==> src/rtl/williams_vid_timing.sv <==
// Williams SoC video timing regenerator: pixel/line counters rebuilt from raw
// hs/vs, blanking windows, 1-clock aligned video and a line-length lock detector.

module williams_vid_timing #(
  parameter int CNT_W      = 11,
  parameter int HB_START   = 336,
  parameter int HB_END     = 40,
  parameter int VB_START   = 256,
  parameter int VB_END     = 16,
  parameter int LOCK_LINES = 4,
  parameter int TOL        = 2
) (
  input  logic             clk_sys,
  input  logic             reset_n,
  input  logic             hs_in,
  input  logic             vs_in,
  input  logic [7:0]       rgb_in,
  output logic             ce_pix,
  output logic             hblank,
  output logic             vblank,
  output logic [CNT_W-2:0] hcnt,
  output logic [CNT_W-1:0] vcnt,
  output logic [7:0]       rgb_out,
  output logic             hs_out,
  output logic             vs_out,
  output logic             locked,
  output logic [CNT_W-1:0] line_len
);

  localparam int               MW     = $clog2(LOCK_LINES + 2);
  localparam logic [MW-1:0]    LOCK_M = MW'(LOCK_LINES);
  localparam logic [CNT_W:0]   TOL_W  = (CNT_W + 1)'(TOL);
  localparam logic [CNT_W-2:0] HB_S   = (CNT_W - 1)'(HB_START);
  localparam logic [CNT_W-2:0] HB_E   = (CNT_W - 1)'(HB_END);
  localparam logic [CNT_W-1:0] VB_S   = CNT_W'(VB_START);
  localparam logic [CNT_W-1:0] VB_E   = CNT_W'(VB_END);

  typedef struct packed {
    logic [7:0] rgb;
    logic       hs;
    logic       vs;
  } vid_t;

  logic [CNT_W-1:0] pcnt_d, pcnt_q;
  logic [CNT_W-1:0] lcnt_d, lcnt_q;
  logic [CNT_W-1:0] line_len_d, line_len_q;
  logic [MW-1:0]    match_cnt_d, match_cnt_q;
  logic             old_hs_d, old_hs_q;
  logic             old_vs_d, old_vs_q;
  logic             hblank_d, hblank_q;
  logic             vblank_d, vblank_q;
  logic             locked_d, locked_q;
  vid_t             vid_d, vid_q;

  logic             hs_edge, vs_edge, pcnt_sat, len_match;
  logic [CNT_W:0]   len_diff, len_abs;
  logic [MW-1:0]    match_inc;

  assign hs_edge   = ~old_hs_q & hs_in;
  assign vs_edge   = ~old_vs_q & vs_in;
  assign pcnt_sat  = &pcnt_q;
  // Signed distance between this line and the last one, folded to magnitude.
  assign len_diff  = {1'b0, pcnt_q} - {1'b0, line_len_q};
  assign len_abs   = len_diff[CNT_W] ? -len_diff : len_diff;
  assign len_match = (len_abs <= TOL_W);
  assign match_inc = match_cnt_q + MW'(1);

  always_comb begin
    pcnt_d      = pcnt_sat ? pcnt_q : pcnt_q + CNT_W'(1);
    lcnt_d      = lcnt_q;
    old_hs_d    = hs_in;
    old_vs_d    = old_vs_q;
    line_len_d  = line_len_q;
    match_cnt_d = match_cnt_q;
    locked_d    = locked_q;
    hblank_d    = hblank_q;
    vblank_d    = vblank_q;
    vid_d       = '{rgb: rgb_in, hs: hs_in, vs: vs_in};

    // Windows compare the pre-update counters, so a line-start reset of pcnt
    // never masks a compare on the same clock.
    if (pcnt_q[CNT_W-1:1] == HB_S)      hblank_d = 1'b1;
    else if (pcnt_q[CNT_W-1:1] == HB_E) hblank_d = 1'b0;
    if (lcnt_q == VB_S)                 vblank_d = 1'b1;
    else if (lcnt_q == VB_E)            vblank_d = 1'b0;

    if (hs_edge) begin
      pcnt_d     = '0;
      old_vs_d   = vs_in;
      lcnt_d     = vs_edge ? '0 : ((&lcnt_q) ? lcnt_q : lcnt_q + CNT_W'(1));
      line_len_d = pcnt_q;
      if (pcnt_sat) begin
        match_cnt_d = '0;
        locked_d    = 1'b0;
      end else if (len_match) begin
        match_cnt_d = (match_inc >= LOCK_M) ? LOCK_M : match_inc;
        if (match_inc >= LOCK_M) locked_d = 1'b1;
      end else begin
        match_cnt_d = '0;
        locked_d    = 1'b0;
      end
    end else if (pcnt_sat) begin
      // hs has gone missing for a whole counter span
      locked_d = 1'b0;
    end
  end

  always_ff @(posedge clk_sys or negedge reset_n) begin
    if (!reset_n) begin
      pcnt_q      <= '0;
      lcnt_q      <= '0;
      line_len_q  <= '0;
      match_cnt_q <= '0;
      old_hs_q    <= 1'b0;
      old_vs_q    <= 1'b0;
      hblank_q    <= 1'b1;
      vblank_q    <= 1'b1;
      locked_q    <= 1'b0;
      vid_q       <= '0;
    end else begin
      pcnt_q      <= pcnt_d;
      lcnt_q      <= lcnt_d;
      line_len_q  <= line_len_d;
      match_cnt_q <= match_cnt_d;
      old_hs_q    <= old_hs_d;
      old_vs_q    <= old_vs_d;
      hblank_q    <= hblank_d;
      vblank_q    <= vblank_d;
      locked_q    <= locked_d;
      vid_q       <= vid_d;
    end
  end

  assign ce_pix   = pcnt_q[0];
  assign hcnt     = pcnt_q[CNT_W-1:1];
  assign vcnt     = lcnt_q;
  assign hblank   = hblank_q | ~locked_q;
  assign vblank   = vblank_q | ~locked_q;
  assign locked   = locked_q;
  assign line_len = line_len_q;
  assign rgb_out  = vid_q.rgb;
  assign hs_out   = vid_q.hs;
  assign vs_out   = vid_q.vs;

endmodule

==> config.mk <==
export PLATFORM = sky130hd
export DESIGN_NAME = williams_vid_timing
export DESIGN_NICKNAME = d
export VERILOG_FILES = /design/src/rtl/williams_vid_timing.sv
export SDC_FILE = /design/constraint.sdc
export NUM_CORES = 1
export LEC_CHECK = 0
export ABC_AREA = 1
export ABC_CLOCK_PERIOD_IN_PS = 3040
export BUFFER_PORTS_ARGS = -buffer_cell sky130_fd_sc_hd__buf_2
export CAP_MARGIN = 25
export CORE_MARGIN = 2
export CORE_UTILIZATION = 25
export DETAILED_ROUTE_END_ITERATION = 8
export SLEW_MARGIN = 25
export SYNTH_ARGS = -nofsm -noshare
export SYNTH_HDL_FRONTEND = slang
export SYNTH_SLANG_ARGS = --single-unit
export TNS_END_PERCENT = 50
==> constraint.sdc <==
create_clock -name clk_sys -period 3.04 [get_ports clk_sys]
set_input_delay 0.304 -clock clk_sys [delete_from_list [all_inputs] [get_ports clk_sys]]
set_output_delay 0.304 -clock clk_sys [all_outputs]
set_load 0.1 [all_outputs]
# Yosys cells after proc, flatten, opt, wreduce, memory -nomap -nowiden
# Index checks and enable logic that the tools add are counted.
[totals] n_memories=0 ram_bits=0 romBits=0 input_bits=12 latchBits=0 ff_bits=50 out_inout_bits=46
[op_classes] n_mul=0 reduce_logical=7 div=0 add_sub_neg=5 eq_ne=7 bitwise_logic=7 shifts=0 magnitude_cmp=2 mux=17
[ops] op="$mux W11" n=4
[ops] op="$add A11 B1 Y11 const B" n=2
[ops] op="$reduce_and A11 Y1" n=2
[ops] op="$le A12 B2 Y1 const B" n=1
[ops] op="$mux W12" n=1
[ops] op="$neg A12 Y12" n=1
[ops] op="$sub A11 B11 Y12" n=1
[ops] op="$eq A11 B5 Y1 const B" n=1
[ops] op="$eq A11 B9 Y1 const B" n=1
[ops] op="$eq A10 B6 Y1 const B" n=1
[ops] op="$eq A10 B9 Y1 const B" n=1
[ops] op="$mux W1" n=9
[ops] op="$mux W3" n=3
[ops] op="$reduce_bool A2 Y1" n=3
[ops] op="$ne A2 B2 Y1 const B" n=2
[ops] op="$reduce_and A2 Y1" n=2
[ops] op="$add A3 B1 Y3 const B" n=1
[ops] op="$ge A3 B3 Y1 const B" n=1
[ops] op="$ne A3 B2 Y1 const B" n=1
[ops] op="$not A1 Y1" n=3
[ops] op="$and A1 B1 Y1" n=2
[ops] op="$or A1 B1 Y1" n=2

# Longest topological paths before layout
[depth] depth_word=7 mapped_depth=20 mapped_depth_nobuf=20

# Worst setup path before layout
# No wires, ideal clock.
[synth_timing] path_type="flip-flop to flip-flop" start="register pcnt_q[0]" end="register locked_q, in the netlist locked" arrival_time_ns=3.069 period_less_slack_ns=3.136 path_stages_with_launch=19 n_path_buf=0 slack_ns=-0.096 cell_sequence="dfrtp_1 -> inv_1 -> ha_1 -> fa_1 -> inv_1 -> nand3_1 -> nand2_2 -> nand2_1 -> nand2_2 -> nand3_2 -> nor2_2 -> nand3_1 -> nand3_1 -> nand3_1 -> nor2_2 -> nand4_2 -> nand2_1 -> nand2_1 -> nand2_1"
[synth_via] elab_chain_len=7 elab_cells_between_ends=11 classes_between="add/sub: 2; order compare: 1; eq/ne: 1; mux: 4; reduce/logical: 3"
[synth_lines] element="start, declared" line_no="44" text="logic [CNT_W-1:0] pcnt_d, pcnt_q;"
[synth_lines] element="start signal, assigned" line_no="121" text="pcnt_q <= pcnt_d;"
[synth_lines] element="$sub A11 B11 Y12" line_no="63" text="assign len_diff = {1'b0, pcnt_q} - {1'b0, line_len_q};"
[synth_lines] element="$neg A12 Y12" line_no="64" text="assign len_abs = len_diff[CNT_W] ? -len_diff : len_diff;"
[synth_lines] element="$mux W12" line_no="64"
[synth_lines] element="$le A12 B2 Y1" line_no="65" text="assign len_match = (len_abs <= TOL_W);"
[synth_lines] element="$mux W1" line_no="95" text="end else if (len_match) begin"
[synth_lines] element="$mux W1" line_no="92" text="if (pcnt_sat) begin"
[synth_lines] element="$mux W1" line_no="87" text="if (hs_edge) begin"
[synth_lines] element="end signal, assigned" line_no="129" text="locked_q <= locked_d;"
[synth_lines] element="end, declared" line_no="52" text="logic locked_d, locked_q;"
# Several ways; a longest one is shown, not always the timed one.
# A chain may end at the register's enable or synchronous reset.

# Final worst setup path
# Same ends and word-level chain as after synthesis.

==> metrics.yaml <==
detailed_routing:
  antenna_left: 0
  via_per_inst: 4.50
  drt_iter0_drc: 204
  finalWirelength_um: 8960
  drc: 0
  routedWlPerCell_um: 12.8
  dr.pass1.iters: 4
  vias: 3144
flow_run:
  cap_viol_max_count: 0
floorplanning:
  die_h_um: 119
  die-area_um2: 14100
  die_width_um: 119
  ios: 58
  core_area_um2: 12700
  start_util_pct: 25.9
  num_rows: 41
power:
  peakVddDrop_v: 0.000399
  p_per_area_nw_per_um2: 1010
  p_leak_nw: 2.06
critical_path:
  required_ps: 3280
  startpoint_type: "flop"
  setup.worst_path.class: "flop to flop"
  arrival_ps: 2920
  path_max_fanout: 5
  worstSetupEndpointType: "flop"
clocking:
  clk_latency_ps: 300
  numCtsBuffers: 5
  post_cts_buffers: 0
  cts_num_sinks: 50
  postCtsHoldBufs: 0
  cts-resized-gates: 0
  clk_pin_slew_ps: 70
  clk_path_buf_depth: 2
  cts_tree: "built"
  htree_num_levels: 2
  clockRootBuffer: "clkbuf_16"
outcome:
  status: "finished clean"
final_layout:
  postLayoutCoreUtil_pct: 31.2
  syn2layout_area_growth_pct: 20.3
  nets: 554
  drive_above_1_share_pct: 20.1
  n_fill_cell: 1453
  seq_area_um2: 1250
  antennaDiodeCount: 0
  multi_input_area_um2: 1720
timing:
  timing.final.hold_violations: 0
  setup_viol: 0
  relSlewSlack_pct: 45.5
  tightest_slew_ps: 817
  rsz0062_at_grt: "no"
  finalMaxSlewViolations: 0
  max_freq_mhz: 372
  finClkSkew_ps: 7.71
  fin_setup_tns_ps: 0
  finalCritPeriodShare_pct: 88.3
  final.min_clock_period_ps: 2690
global_route:
  grt_max_degree: 36
  grt_pass1_vias: 3080
  grt.total_usage_pct: 13.1
  grt.overflow.total: 0
  grt_pass1_wl_um: 14900
  antenna_found_initial: 0
logic_synthesis:
  yosysWarnings: 0
  ys_seq_area_share_pct: 38.0
  syn_nets: 488
  syn_avg_cell_area_um2: 7.16
  synthCells: 460
  ys_types: 39
  ys_seq_elements: 50
  syn_area_um2: 3300
place:
  dp_hpwl_um: 7070
  globalplace.congestion: 0.918
  io_buffers: 57
min_path:
  hold_class: "primary input to async pin"
==> path summary, 6_finish.rpt <==
check	from	end	slack, ps	cells after the start
hold / removal	reset_n	vs_out	100	1
setup reg to reg	pcnt_q[0]	locked	350	20
max in group asynchronous	reset_n	line_len[8]	2190	2
hold reg to reg	hblank_q	hblank_q	480	2
min in group clk_sys	rgb_in[0]	rgb_out[0]	110	1
setup / recovery	pcnt_q[0]	locked	350	20
==> flip-flops by register name, indices dropped and copies added (netlist names) <==
signal	cells
old_vs_q	1
rgb_out	8
locked	1
pcnt_q	11
vblank_q	1
vs_out	1
hs_out	1
match_cnt_q	3
hblank_q	1
line_len	11
vcnt	11
==> per-stage QoR <==
stage	area [um2]	cells	power, mW	setup slack (ps)	hold slack, ps
6_report	3970	699	4.00	355	99.9
5_1_grt	3970	699	4.35	8.58	99.6
4_1_cts	3970	699	4.01	388	102
3_5_place_dp	3830	691	3.43	399	413
3_3_place_gp	3830	691	3.39	470	413
2_1_floorplan	3300	460	2.95	28.6	8.41
==> cells by family after synthesis <==
logic type	synth area share (%)
AO/OA/AOI/OAI	8.77
AND/OR/NAND/NOR	35.2
buffers and inverters	9.79
adder cells (fa/ha/maj)	6.30
flip-flops	38.0
XOR/XNOR	1.86
==> worst max-delay path: stages (launching register included) <==
cell and delay [ps]:
dfrtp_2 380, inv_1 80, ha_1 230, fa_1 390, inv_1 100, nand3_1 100, nand2_2 110, nand2_1 70
nand2_1 70, nand2_1 50, nand2_1 170, inv_1 100, nand3_1 110, nand2_1 50, nand2_1 60, nand3_1 80
nor2_2 130, nand4_2 130, nand2_1 80, nand2_1 50, nand2_1 60
==> synthesized netlist by cell type <==
| library cell | number | area share [%] |
|---|---|---|
| inv_2 | 6 | 0.68 |
| nand4_2 | 1 | 0.38 |
| buf_1 | 1 | 0.11 |
| nand2_2 | 8 | 1.5 |
| a221oi_1 | 1 | 0.27 |
| clkinv_1 | 1 | 0.11 |
| a31oi_1 | 3 | 0.57 |
| xnor2_1 | 2 | 0.53 |
| nand2_4 | 1 | 0.34 |
| inv_1 | 72 | 8.2 |
| and2_4 | 1 | 0.27 |
| nor3_2 | 1 | 0.30 |
| nor3b_1 | 1 | 0.23 |
| o21ai_0 | 32 | 4.9 |
| nor2_2 | 5 | 0.95 |
| a21oi_2 | 1 | 0.27 |
| or2_2 | 2 | 0.38 |
| nand4_1 | 10 | 1.9 |
| o31ai_1 | 2 | 0.46 |
| nand2_1 | 124 | 14 |
| and3_1 | 1 | 0.19 |
| clkbuf_1 | 3 | 0.34 |
| fa_1 | 1 | 0.61 |
| xor2_1 | 5 | 1.3 |
| a21oi_1 | 7 | 1.1 |
| nand3_1 | 38 | 5.8 |
| dfstp_2 | 2 | 1.6 |
| nand3_2 | 4 | 1.2 |
| buf_6 | 1 | 0.34 |
| ha_1 | 15 | 5.7 |
| nor3b_2 | 2 | 0.76 |
| nor2_1 | 36 | 4.1 |
| o21ai_1 | 2 | 0.30 |
| o21bai_1 | 3 | 0.68 |
| nor3_1 | 8 | 1.2 |
| a41o_1 | 1 | 0.30 |
| nand3b_1 | 2 | 0.46 |
| dfrtp_1 | 48 | 36 |
| nor4_1 | 6 | 1.1 |
==> power breakdown <==
part           internal (mW)  switching, mW  total (mW)  leakage (nW)
clock network          0.307          0.258       0.565        0.0641
logic                  0.716           1.91        2.63          1.34
registers              0.735         0.0730       0.808         0.649
==> routing by layer <==
layer  up-vias  GRT usage (%)  part of all wire (%)
met5         -              0                     0
met1      1447           17.2                    46
met3         8           2.63                   5.8
met2        81           21.2                    46
li1       1608              -                     -
met4         0           4.76                   1.5
==> final cells by class <==
class	instances	area share, %
well taps	172	5.43
inverters	79	7.48
multi-input cells	326	43.4
flip-flops and latches	50	31.6
repair buffers	64	8.52
clock inverters	1	0.189
clock buffers	7	3.34
==> cells in the final DEF (no fill, tap or decap), types with 2 or more instances in the layout <==
cell / netlist / final
a31oi_1: 3 / 3
nand3_2: 4 / 4
nand3_1: 38 / 38
or2_2: 2 / 2
nor4_1: 6 / 6
nand2_1: 124 / 124
nand4_1: 10 / 10
o21ai_0: 32 / 32
xor2_1: 5 / 5
xnor2_1: 2 / 2
inv_2: 6 / 6
a21oi_1: 7 / 7
nand2_2: 8 / 8
inv_1: 72 / 72
clkbuf_1: 3 / 2
o21ai_1: 2 / 2
o31ai_1: 2 / 2
ha_1: 15 / 15
dfrtp_1: 48 / 47
nor3b_2: 2 / 2
clkbuf_16: 0 / 5
buf_2: 0 / 57
nand3b_1: 2 / 2
o21bai_1: 3 / 3
buf_4: 0 / 7
nor3_1: 8 / 8
dfstp_2: 2 / 2
nor2_1: 36 / 35
nor2_2: 5 / 6
Power figures use the tool's default switching activity.
